$ cat config.mk
export PLATFORM = sky130hd
export DESIGN_NAME = branch_address_unit_flat
export DESIGN_NICKNAME = d
export VERILOG_FILES = /design/src/rtl/branch_address_unit_if.sv /design/src/rtl/branch_address_unit.sv /design/src/flat_wrapper.sv
export SDC_FILE = /design/constraint.sdc
export NUM_CORES = 1
export LEC_CHECK = 0
export ABC_AREA = 1
export CAP_MARGIN = 5
export CORE_MARGIN = 3
export CORE_UTILIZATION = 29
export CTS_CLUSTER_SIZE = 24
export DETAILED_ROUTE_END_ITERATION = 8
export HOLD_SLACK_MARGIN = 0.12
export SLEW_MARGIN = 20
export SYNTH_ARGS = -nofsm -noshare
export SYNTH_HDL_FRONTEND = slang
export SYNTH_SLANG_ARGS = --single-unit
$ cat constraint.sdc
create_clock -name clk -period 3.1 [get_ports clk]
set_input_delay 0.775 -clock clk [delete_from_list [all_inputs] [get_ports clk]]
set_output_delay 0.775 -clock clk [all_outputs]
set_load 0.03 [all_outputs]
$ cat src/rtl/branch_address_unit_if.sv
// Decode-to-branch-unit bundle: instruction operands in, registered target/flags/statistics out.
interface branch_address_unit_if #(
  parameter int unsigned XLEN  = 32,
  parameter int unsigned CNT_W = 16
);
  logic             in_valid;
  logic             stall;
  logic             flush;
  logic [XLEN-1:0]  imm;
  logic [XLEN-1:0]  pc;
  logic [XLEN-1:0]  rs1;
  logic [XLEN-1:0]  rs2;
  logic [2:0]       instr_type;
  logic             is_branch;
  logic [2:0]       funct3;

  logic             out_valid;
  logic [XLEN-1:0]  address_target;
  logic [1:0]       flag_branch;
  logic             redirect;
  logic             misaligned;
  logic             illegal_branch;
  logic [CNT_W-1:0] branch_cnt;
  logic [CNT_W-1:0] taken_cnt;

  modport master (
    output in_valid, stall, flush, imm, pc, rs1, rs2, instr_type, is_branch, funct3,
    input  out_valid, address_target, flag_branch, redirect, misaligned, illegal_branch,
           branch_cnt, taken_cnt
  );

  modport slave (
    input  in_valid, stall, flush, imm, pc, rs1, rs2, instr_type, is_branch, funct3,
    output out_valid, address_target, flag_branch, redirect, misaligned, illegal_branch,
           branch_cnt, taken_cnt
  );
endinterface

$ cat src/rtl/branch_address_unit.sv
// Registered jump/branch/load/store address unit with branch resolution,
// alignment trap detection, stall/flush control and saturating branch statistics.
module branch_address_unit #(
  parameter int unsigned XLEN   = 32,
  parameter int unsigned IALIGN = 32,
  parameter int unsigned CNT_W  = 16
) (
  input logic                  clk,
  input logic                  rst,
  branch_address_unit_if.slave bus
);

  localparam logic [2:0] T_I = 3'd1;
  localparam logic [2:0] T_S = 3'd2;
  localparam logic [2:0] T_B = 3'd3;
  localparam logic [2:0] T_J = 3'd5;
  localparam bit         ALIGN32 = (IALIGN == 32);

  logic [XLEN-1:0]  w_sum_pc;
  logic [XLEN-1:0]  w_sum_rs1;
  logic [XLEN-1:0]  w_target;
  logic [1:0]       w_flag;
  logic             w_take;
  logic             w_cond;
  logic             w_illegal;
  logic             w_mis;
  logic             w_redirect;
  logic             w_accept;
  logic             w_count_branch;

  logic             r_out_valid;
  logic [XLEN-1:0]  r_target;
  logic [1:0]       r_flag;
  logic             r_redirect;
  logic             r_misaligned;
  logic             r_illegal;
  logic [CNT_W-1:0] r_branch_cnt;
  logic [CNT_W-1:0] r_taken_cnt;

  // Branch condition evaluation
  always_comb begin
    w_cond = 1'b0;
    case (bus.funct3)
      3'b000:  w_cond = (bus.rs1 == bus.rs2);
      3'b001:  w_cond = (bus.rs1 != bus.rs2);
      3'b100:  w_cond = ($signed(bus.rs1) <  $signed(bus.rs2));
      3'b101:  w_cond = ($signed(bus.rs1) >= $signed(bus.rs2));
      3'b110:  w_cond = (bus.rs1 <  bus.rs2);
      3'b111:  w_cond = (bus.rs1 >= bus.rs2);
      default: w_cond = 1'b0;
    endcase
  end

  // Target selection per instruction class; R/U and reserved encodings yield zero
  always_comb begin
    w_sum_pc  = bus.pc + bus.imm;
    w_sum_rs1 = bus.rs1 + bus.imm;
    w_target  = '0;
    w_flag    = 2'b00;
    w_take    = 1'b0;
    w_illegal = 1'b0;
    case (bus.instr_type)
      T_J: begin
        w_target = w_sum_pc;
        w_flag   = 2'b01;
        w_take   = 1'b1;
      end
      T_I: begin
        if (bus.is_branch) begin
          w_target = w_sum_rs1 & ~XLEN'(1);
          w_flag   = 2'b10;
          w_take   = 1'b1;
        end else begin
          w_target = w_sum_rs1;
        end
      end
      T_S: w_target = w_sum_rs1;
      T_B: begin
        w_target  = w_sum_pc;
        w_flag    = 2'b11;
        w_illegal = (bus.funct3[2:1] == 2'b01);
        w_take    = w_cond & ~w_illegal;
      end
      default: ;
    endcase
  end

  // Only taken control flow is alignment checked; a misaligned target traps instead of redirecting
  assign w_mis          = w_take & (ALIGN32 ? (w_target[1:0] != 2'b00) : w_target[0]);
  assign w_redirect     = w_take & ~w_mis;
  assign w_accept       = bus.in_valid & ~bus.stall & ~bus.flush;
  assign w_count_branch = w_accept & (bus.instr_type == T_B) & ~w_illegal;

  // Output register: reset > flush > stall > capture
  always_ff @(posedge clk) begin
    if (rst || bus.flush) begin
      r_out_valid  <= 1'b0;
      r_target     <= '0;
      r_flag       <= 2'b00;
      r_redirect   <= 1'b0;
      r_misaligned <= 1'b0;
      r_illegal    <= 1'b0;
    end else if (!bus.stall) begin
      r_out_valid  <= bus.in_valid;
      r_target     <= bus.in_valid ? w_target : '0;
      r_flag       <= bus.in_valid ? w_flag : 2'b00;
      r_redirect   <= bus.in_valid & w_redirect;
      r_misaligned <= bus.in_valid & w_mis;
      r_illegal    <= bus.in_valid & w_illegal;
    end
  end

  // Saturating statistics; flush leaves them intact
  always_ff @(posedge clk) begin
    if (rst) begin
      r_branch_cnt <= '0;
      r_taken_cnt  <= '0;
    end else begin
      if (w_count_branch && (r_branch_cnt != '1))
        r_branch_cnt <= r_branch_cnt + CNT_W'(1);
      if (w_count_branch && w_take && (r_taken_cnt != '1))
        r_taken_cnt <= r_taken_cnt + CNT_W'(1);
    end
  end

  assign bus.out_valid      = r_out_valid;
  assign bus.address_target = r_target;
  assign bus.flag_branch    = r_flag;
  assign bus.redirect       = r_redirect;
  assign bus.misaligned     = r_misaligned;
  assign bus.illegal_branch = r_illegal;
  assign bus.branch_cnt     = r_branch_cnt;
  assign bus.taken_cnt      = r_taken_cnt;

endmodule

$ cat src/flat_wrapper.sv
// flat-port wrapper written by rule: the top's interface ports become plain ports
module branch_address_unit_flat 
#(
  parameter int unsigned XLEN   = 32,
  parameter int unsigned IALIGN = 32,
  parameter int unsigned CNT_W  = 16
)
  (clk, rst, bus_in_valid, bus_stall, bus_flush, bus_imm, bus_pc, bus_rs1, bus_rs2, bus_instr_type, bus_is_branch, bus_funct3, bus_out_valid, bus_address_target, bus_flag_branch, bus_redirect, bus_misaligned, bus_illegal_branch, bus_branch_cnt, bus_taken_cnt);
  branch_address_unit_if #(.XLEN(XLEN), .CNT_W(CNT_W)) bus_i ();
  input logic clk;
  input logic rst;
  input wire logic [$bits(bus_i.in_valid)-1:0] bus_in_valid;
  input wire logic [$bits(bus_i.stall)-1:0] bus_stall;
  input wire logic [$bits(bus_i.flush)-1:0] bus_flush;
  input wire logic [$bits(bus_i.imm)-1:0] bus_imm;
  input wire logic [$bits(bus_i.pc)-1:0] bus_pc;
  input wire logic [$bits(bus_i.rs1)-1:0] bus_rs1;
  input wire logic [$bits(bus_i.rs2)-1:0] bus_rs2;
  input wire logic [$bits(bus_i.instr_type)-1:0] bus_instr_type;
  input wire logic [$bits(bus_i.is_branch)-1:0] bus_is_branch;
  input wire logic [$bits(bus_i.funct3)-1:0] bus_funct3;
  output wire logic [$bits(bus_i.out_valid)-1:0] bus_out_valid;
  output wire logic [$bits(bus_i.address_target)-1:0] bus_address_target;
  output wire logic [$bits(bus_i.flag_branch)-1:0] bus_flag_branch;
  output wire logic [$bits(bus_i.redirect)-1:0] bus_redirect;
  output wire logic [$bits(bus_i.misaligned)-1:0] bus_misaligned;
  output wire logic [$bits(bus_i.illegal_branch)-1:0] bus_illegal_branch;
  output wire logic [$bits(bus_i.branch_cnt)-1:0] bus_branch_cnt;
  output wire logic [$bits(bus_i.taken_cnt)-1:0] bus_taken_cnt;
  assign bus_i.in_valid = bus_in_valid;
  assign bus_i.stall = bus_stall;
  assign bus_i.flush = bus_flush;
  assign bus_i.imm = bus_imm;
  assign bus_i.pc = bus_pc;
  assign bus_i.rs1 = bus_rs1;
  assign bus_i.rs2 = bus_rs2;
  assign bus_i.instr_type = bus_instr_type;
  assign bus_i.is_branch = bus_is_branch;
  assign bus_i.funct3 = bus_funct3;
  assign bus_out_valid = bus_i.out_valid;
  assign bus_address_target = bus_i.address_target;
  assign bus_flag_branch = bus_i.flag_branch;
  assign bus_redirect = bus_i.redirect;
  assign bus_misaligned = bus_i.misaligned;
  assign bus_illegal_branch = bus_i.illegal_branch;
  assign bus_branch_cnt = bus_i.branch_cnt;
  assign bus_taken_cnt = bus_i.taken_cnt;
  branch_address_unit #(.XLEN(XLEN), .IALIGN(IALIGN), .CNT_W(CNT_W)) u_core (.clk(clk), .rst(rst), .bus(bus_i));
endmodule
==> results.json, run 1 <==
{
  "status": "finished clean",
  "placed_cell_area_sq_um": 12200,
  "ys_seq_elements": 70,
  "numCtsBuffers": 9,
  "n_antenna_cell": 0,
  "end_kind": "flop",
  "dp.cells": 2073,
  "tritoncts": "built",
  "grt_pass1_wl_um": 49600,
  "crit_type": "in -> reg",
  "cp.arrival_ps": 3170,
  "io_pins": 210,
  "via_per_inst": 4.93,
  "max-slew-margin-rel_pct": 49.1,
  "grt_pass1_vias": 9826,
  "worstMarginPinSlew_ps": 764,
  "vias": 10300,
  "die_w_um": 172,
  "clock-root-buffer": "clkbuf_16",
  "clock_skew_ps": 6.39,
  "synth_top_area_cell": "dfxtp_1",
  "min_path_cells": 2,
  "io_buffers": 209,
  "ys_types": 52,
  "routabilityCongestion": 0.923,
  "hold_viol": 0,
  "nNetsFinal": 1988,
  "crit_chain": "clkdlybuf4s50_1 > buf_4 > ha_1 > nand2_1 > or2_2 > nand3_1 > a21oi_1 > buf_4 > o21a_1 > or2_2 > nand3_1 > nand2_1 > nand2_1 > a21oi_1",
  "overflow": 0,
  "slowest_delay_ps": 460,
  "wl_per_cell_um": 15.6,
  "ys_seq_area_share_pct": 17.5,
  "finalMaxSlewViolations": 0,
  "cpMostUsedCell": "nand2_1",
  "core_sq_um": 27000,
  "yosys_warnings": 0,
  "cts_buffer_depth": 2,
  "synth_commonest_cells": "nand2_1 (330), inv_1 (181), a21oi_1 (153), nor2_1 (107), ha_1 (96)",
  "rsz0062_at_grt": "yes",
  "synth_edf_count": 0,
  "syn_nets": 1548,
  "drive_gt1_share_pct": 24.3,
  "final_antenna_net_count": 0,
  "setup_slack_ps": 109,
  "async_flop_share_pct": 0,
  "die-area_sq_um": 29600,
  "synth_top_area_share_pct": 17.5,
  "htree_levels": 3,
  "dp_hpwl_um": 26900,
  "synth_area_leaders": "dfxtp_1 (18%), nand2_1 (16%), ha_1 (15%), a21oi_1 (9.6%), inv_1 (8.5%)",
  "final_cells": 2096,
  "grt_use_total_pct": 20.9,
  "hp-class": "reg -> reg",
  "clock_latency_ps": 330,
  "clock-sinks": 70,
  "area_growth_pct": 68.0,
  "syn_area_sq_um": 7990,
  "utilization_pct": 49.7,
  "finalWorstPathRequiredPeriod_ps": 2990,
  "grt_start_max_net_pins": 39,
  "peakVddDrop_v": 0.000271,
  "start_util_pct": 29.6,
  "stdcell_area_sq_um": 13400,
  "routed_wirelength_um": 32700,
  "die_h_um": 172,
  "syn_area_per_cell_sq_um": 6.10,
  "postSynthCellCount": 1310,
  "dr.pass1.iters": 5,
  "fp-row-count": 60,
  "drv_cap": 0,
  "antenna_found_initial": 0,
  "path_clk_slew_ps": 60,
  "synth-main-ff-cell": "dfxtp_1",
  "drtIter0Drc": 664,
  "remaining_drc_errors": 0,
  "p_per_area_nw_per_um2": 274,
  "r2r_slack_ps": 830,
  "fin_crit_sh_pct": 96.5,
  "power_leakage_nw": 6.26,
  "worstPathMaxFanout": 4,
  "max_freq_mhz": 334,
  "yosysMostFrequentCell": "nand2_1",
  "worstRegToRegCells": 8,
  "slowest_stage": "clkdlybuf4s50_1",
  "dp_slack_ps": -621,
  "crit_required_ps": 3280,
  "startpoint_type": "primary input",
  "setup_violations": 0
}
critical path, delay by kind of cell:
kind,cells,cell delay (ps)
compound gates,3,280
fa+ha+maj,1,280
buf+inv,3,780
simple gates,7,1060
cells in the final DEF, fill, tap and decap left out, types with 17 or more instances in the layout:
cell / instances
a21oi_1: 126
a21oi_2: 25
buf_4: 238
clkdlybuf4s50_1: 177
dfxtp_1: 70
dlymetal6s2s_1: 32
ha_1: 71
ha_4: 21
inv_1: 168
nand2_1: 310
nand3_1: 60
nand4_1: 33
nor2_1: 92
nor3_1: 23
o21ai_0: 51
o21ai_1: 22
xor2_1: 17
sequential cells by signal (all words and copies together) (netlist names):
register / flops
u_core.bus.address_target: 32
u_core.bus.branch_cnt: 16
u_core.bus.flag_branch: 2
u_core.bus.illegal_branch: 1
u_core.bus.misaligned: 1
u_core.bus.out_valid: 1
u_core.bus.redirect: 1
u_core.bus.taken_cnt: 16
kinds of logic after synthesis:
family	count (synthesis)	synth area share, %
AND/OR/NAND/NOR	609	33.4
AO/OA/AOI/OAI	302	21.0
buffers and inverters	207	9.79
adder cells (fa/ha/maj)	98	15.5
flip-flops	70	17.5
XOR/XNOR	24	2.63
where the power goes:
part	switching [mW]	total [mW]	internal, mW
combinational	0.927	1.80	0.874
sequential	0.00284	0.907	0.905
clock	0.407	0.974	0.567
final timing paths:
check	start	to
max	bus_imm[13]	u_core.bus.address_target[18]
min	u_core.bus.address_target[23]	u_core.bus.address_target[23]
max reg2reg	u_core.bus.taken_cnt[6]	u_core.bus.taken_cnt[4]
min reg2reg	u_core.bus.address_target[23]	u_core.bus.address_target[23]
cell type report:
class	instances	area [sq um]
Inverter	184	691
Clock buffer	10	239
Sequential cell	70	1400
Multi-Input combinational cell	1034	6610
Fill cell	2754	13600
Tap cell	341	427
Timing Repair Buffer	451	4010
Clock inverter	6	46.3
stage by stage:
stage,setup TNS (ps),hold slack [ps],total power [mW]
final,0,464,3.68
after detailed placement,-19200,451,2.53
after floorplan,0,580,1.68
after global routing,-274,483,3.90
after global placement,-18620,450,2.53
after CTS,0,459,3.53
what timing repair did:
item | 4_1_cts | 5_1_grt
pin swaps | 9 | 54
buffers inserted | 1 | 4
hold buffers | 0 | 0
setup endpoints to repair | 34 | 42
gates cloned | 2 | 0
resized for setup | 20 | 198
routing by layer:
| layer | track usage, % | up-vias | share of wire (%) |
|---|---|---|---|
| met4 | 6.07 | 0 | 2.5 |
| met1 | 28.2 | 4688 | 45 |
| li1 | - | 5294 | - |
| met5 | 0 | - | 0 |
| met3 | 2.38 | 49 | 5.3 |
| met2 | 35.1 | 308 | 47 |
No activity file was read; power rests on OpenSTA's default activity.
==> inputs of run 2 (changes only) <==
- CORE_UTILIZATION: 29 -> 45
- PLACE_DENSITY: unset -> 0.75
- SLEW_MARGIN: 20 -> 25
==> run 2 against run 1 <==
Cell count is 7.6% lower; core utilization grew 25 points; critical path depth grew 7; register-to-register slack gained 20 ps; worst setup slack worse by 63 ps; sequential power about the same; global-route usage is 9.1 points higher; combinational power down 7%; sequential cell count unchanged; clock power grew 9.9%; final area shrank 4.0%; critical path type unchanged; critical endpoint is now u_core.bus.taken_cnt[0]; largest cell class unchanged; highest routed layer unchanged.
==> results.json, run 2 (same netlist as run 1, synthesis figures left out) <==
{
  "core_sq_um": 17400,
  "layout_commonest_cell": "nand2_1",
  "hp-start": "u_core.bus.address_target[2]",
  "vias": 10600,
  "hp-class": "reg -> reg",
  "numCtsBuffers": 9,
  "nNetsFinal": 1945,
  "routed-wl-met3_um": 1950,
  "peakVddDrop_v": 0.000316,
  "final_cells": 1937,
  "max_freq_mhz": 327,
  "finalMaxSlewViolations": 0,
  "wl_met1_um": 13300,
  "r2r_start": "u_core.bus.taken_cnt[6]",
  "dp.cells": 1916,
  "dr.pass1.iters": 5,
  "clock-sinks": 70,
  "drtIter0Drc": 717,
  "wl_per_cell_um": 16.4,
  "setup_slack_ps": 46.1,
  "area_growth_pct": 61.2,
  "overflow": 0,
  "worstPathMaxFanout": 5,
  "final_cell_mix": "nand2_1 (311), buf_4 (194), inv_1 (159), clkdlybuf4s50_1 (159), a21oi_1 (126)",
  "fin_total_pwr_mw": 3.65,
  "grt_pass1_vias": 9962,
  "end_kind": "flop",
  "io_buffers": 209,
  "crit_type": "in -> reg",
  "worstMarginPinSlew_ps": 808,
  "fp-row-count": 48,
  "num-fill-cells": 1418,
  "clock_latency_ps": 340,
  "r2r_slack_ps": 850,
  "dr.max_layer_used": "met4",
  "tritoncts": "built",
  "drive_gt1_share_pct": 21.4,
  "drv_cap": 0,
  "crit_required_ps": 3330,
  "cts_buffer_depth": 2,
  "largest_reg_flops": 32,
  "final_antenna_net_count": 0,
  "antenna_found_initial": 0,
  "cp.arrival_ps": 3290,
  "dp_slack_ps": -493,
  "fin_crit_sh_pct": 98.5,
  "die-area_sq_um": 19400,
  "via_per_inst": 5.47,
  "grt_start_max_net_pins": 39,
  "path_clk_slew_ps": 60,
  "min_path_cells": 2,
  "start_util_pct": 46.0,
  "die_w_um": 139,
  "grt_use_total_pct": 30.0,
  "status": "finished clean",
  "max-slew-margin-rel_pct": 46.2,
  "n_antenna_cell": 0,
  "routabilityCongestion": 0.991,
  "cts_hold_buf": 0,
  "rsz0062_at_grt": "yes",
  "startpoint_type": "primary input",
  "grt_pass1_wl_um": 48300,
  "wl_met2_um": 15300,
  "routed_wirelength_um": 31700,
  "clock_skew_ps": 3.87,
  "remaining_drc_errors": 0,
  "holdPathEnd": "u_core.bus.address_target[2]",
  "io_pins": 210,
  "dp_hpwl_um": 25200,
  "timing.rr.end": "u_core.bus.taken_cnt[0]",
  "setup_violations": 0,
  "finalWorstPathRequiredPeriod_ps": 3050,
  "power_leakage_nw": 6.20,
  "htree_levels": 3,
  "worstRegToRegCells": 10,
  "p_per_area_nw_per_um2": 283,
  "die_h_um": 139,
  "hold_viol": 0,
  "clock-root-buffer": "clkbuf_16"
}
==> run 2: through the flow <==
step	cell area [sq um]	utilization (%)	TNS, ps	hold WS, ps
after floorplan	7990	-	0	580
after global placement	11800	67.8	-11280	445
after detailed placement	11800	67.8	-13760	456
after CTS	12100	69.7	0	465
after global routing	12900	74.2	-983	482
final	12900	74.2	0	464
==> run 2: final cells by class <==
cell class,instances,area (sq um),area share [%]
tap,225,282,2.19
timing repair buffer,409,3780,29.4
multi-input combinational,1033,6420,49.9
inverter,184,691,5.36
clock buffer,11,243,1.89
clock inverter,5,57.6,0.447
sequential,70,1400,10.9
==> run 2: what timing repair did <==
item                       in CTS  in global routing
setup endpoints to repair      18                 40
gates resized for setup         7                191
cloned                          0                  1
buffers inserted                0                  4
pin swaps                       4                 49
hold endpoints to repair        0                  0
==> run 2: per-layer routing <==
metal	global-route usage (%)	up-vias
li1	-	5205
met3	3.85	80
met4	10.8	0
met1	37.6	4889
met2	52.6	424
met5	0	-
==> run 2: worst max path at each step <==
stage,cells after the start,from,end
detailed placement,22,bus_rs2[7],u_core.bus.taken_cnt[12]
global route,21,bus_rs1[12],u_core.bus.taken_cnt[0]
finish,21,bus_rs1[12],u_core.bus.taken_cnt[0]
CTS,22,bus_rs2[7],u_core.bus.taken_cnt[12]
global placement,22,bus_rs2[7],u_core.bus.taken_cnt[12]
floorplan,18,bus_rs2[31],u_core.bus.taken_cnt[10]
==> run 2: worst max-delay path, cell delays in order <==
cell             delay, ps
clkdlybuf4s50_1        460
ha_1                   290
nand2_1                 70
nor2_2                 140
nand2_1                 90
nor2_1                 110
buf_4                  140
nand2_4                 70
nand2_2                 80
o21ai_1                 60
inv_1                   50
nand2_1                 50
nor2_2                 110
nand3_2                150
nand2_2                130
nand2_4                 70
nand3_4                120
clkbuf_16              160
nand2_2                 40
nand2_1                 50
nor2_1                  50
==> run 2: power by group <==
part	switching [mW]	internal (mW)
sequential	0.00319	0.904
clock	0.419	0.647
combinational	0.889	0.787
total	1.31	2.34
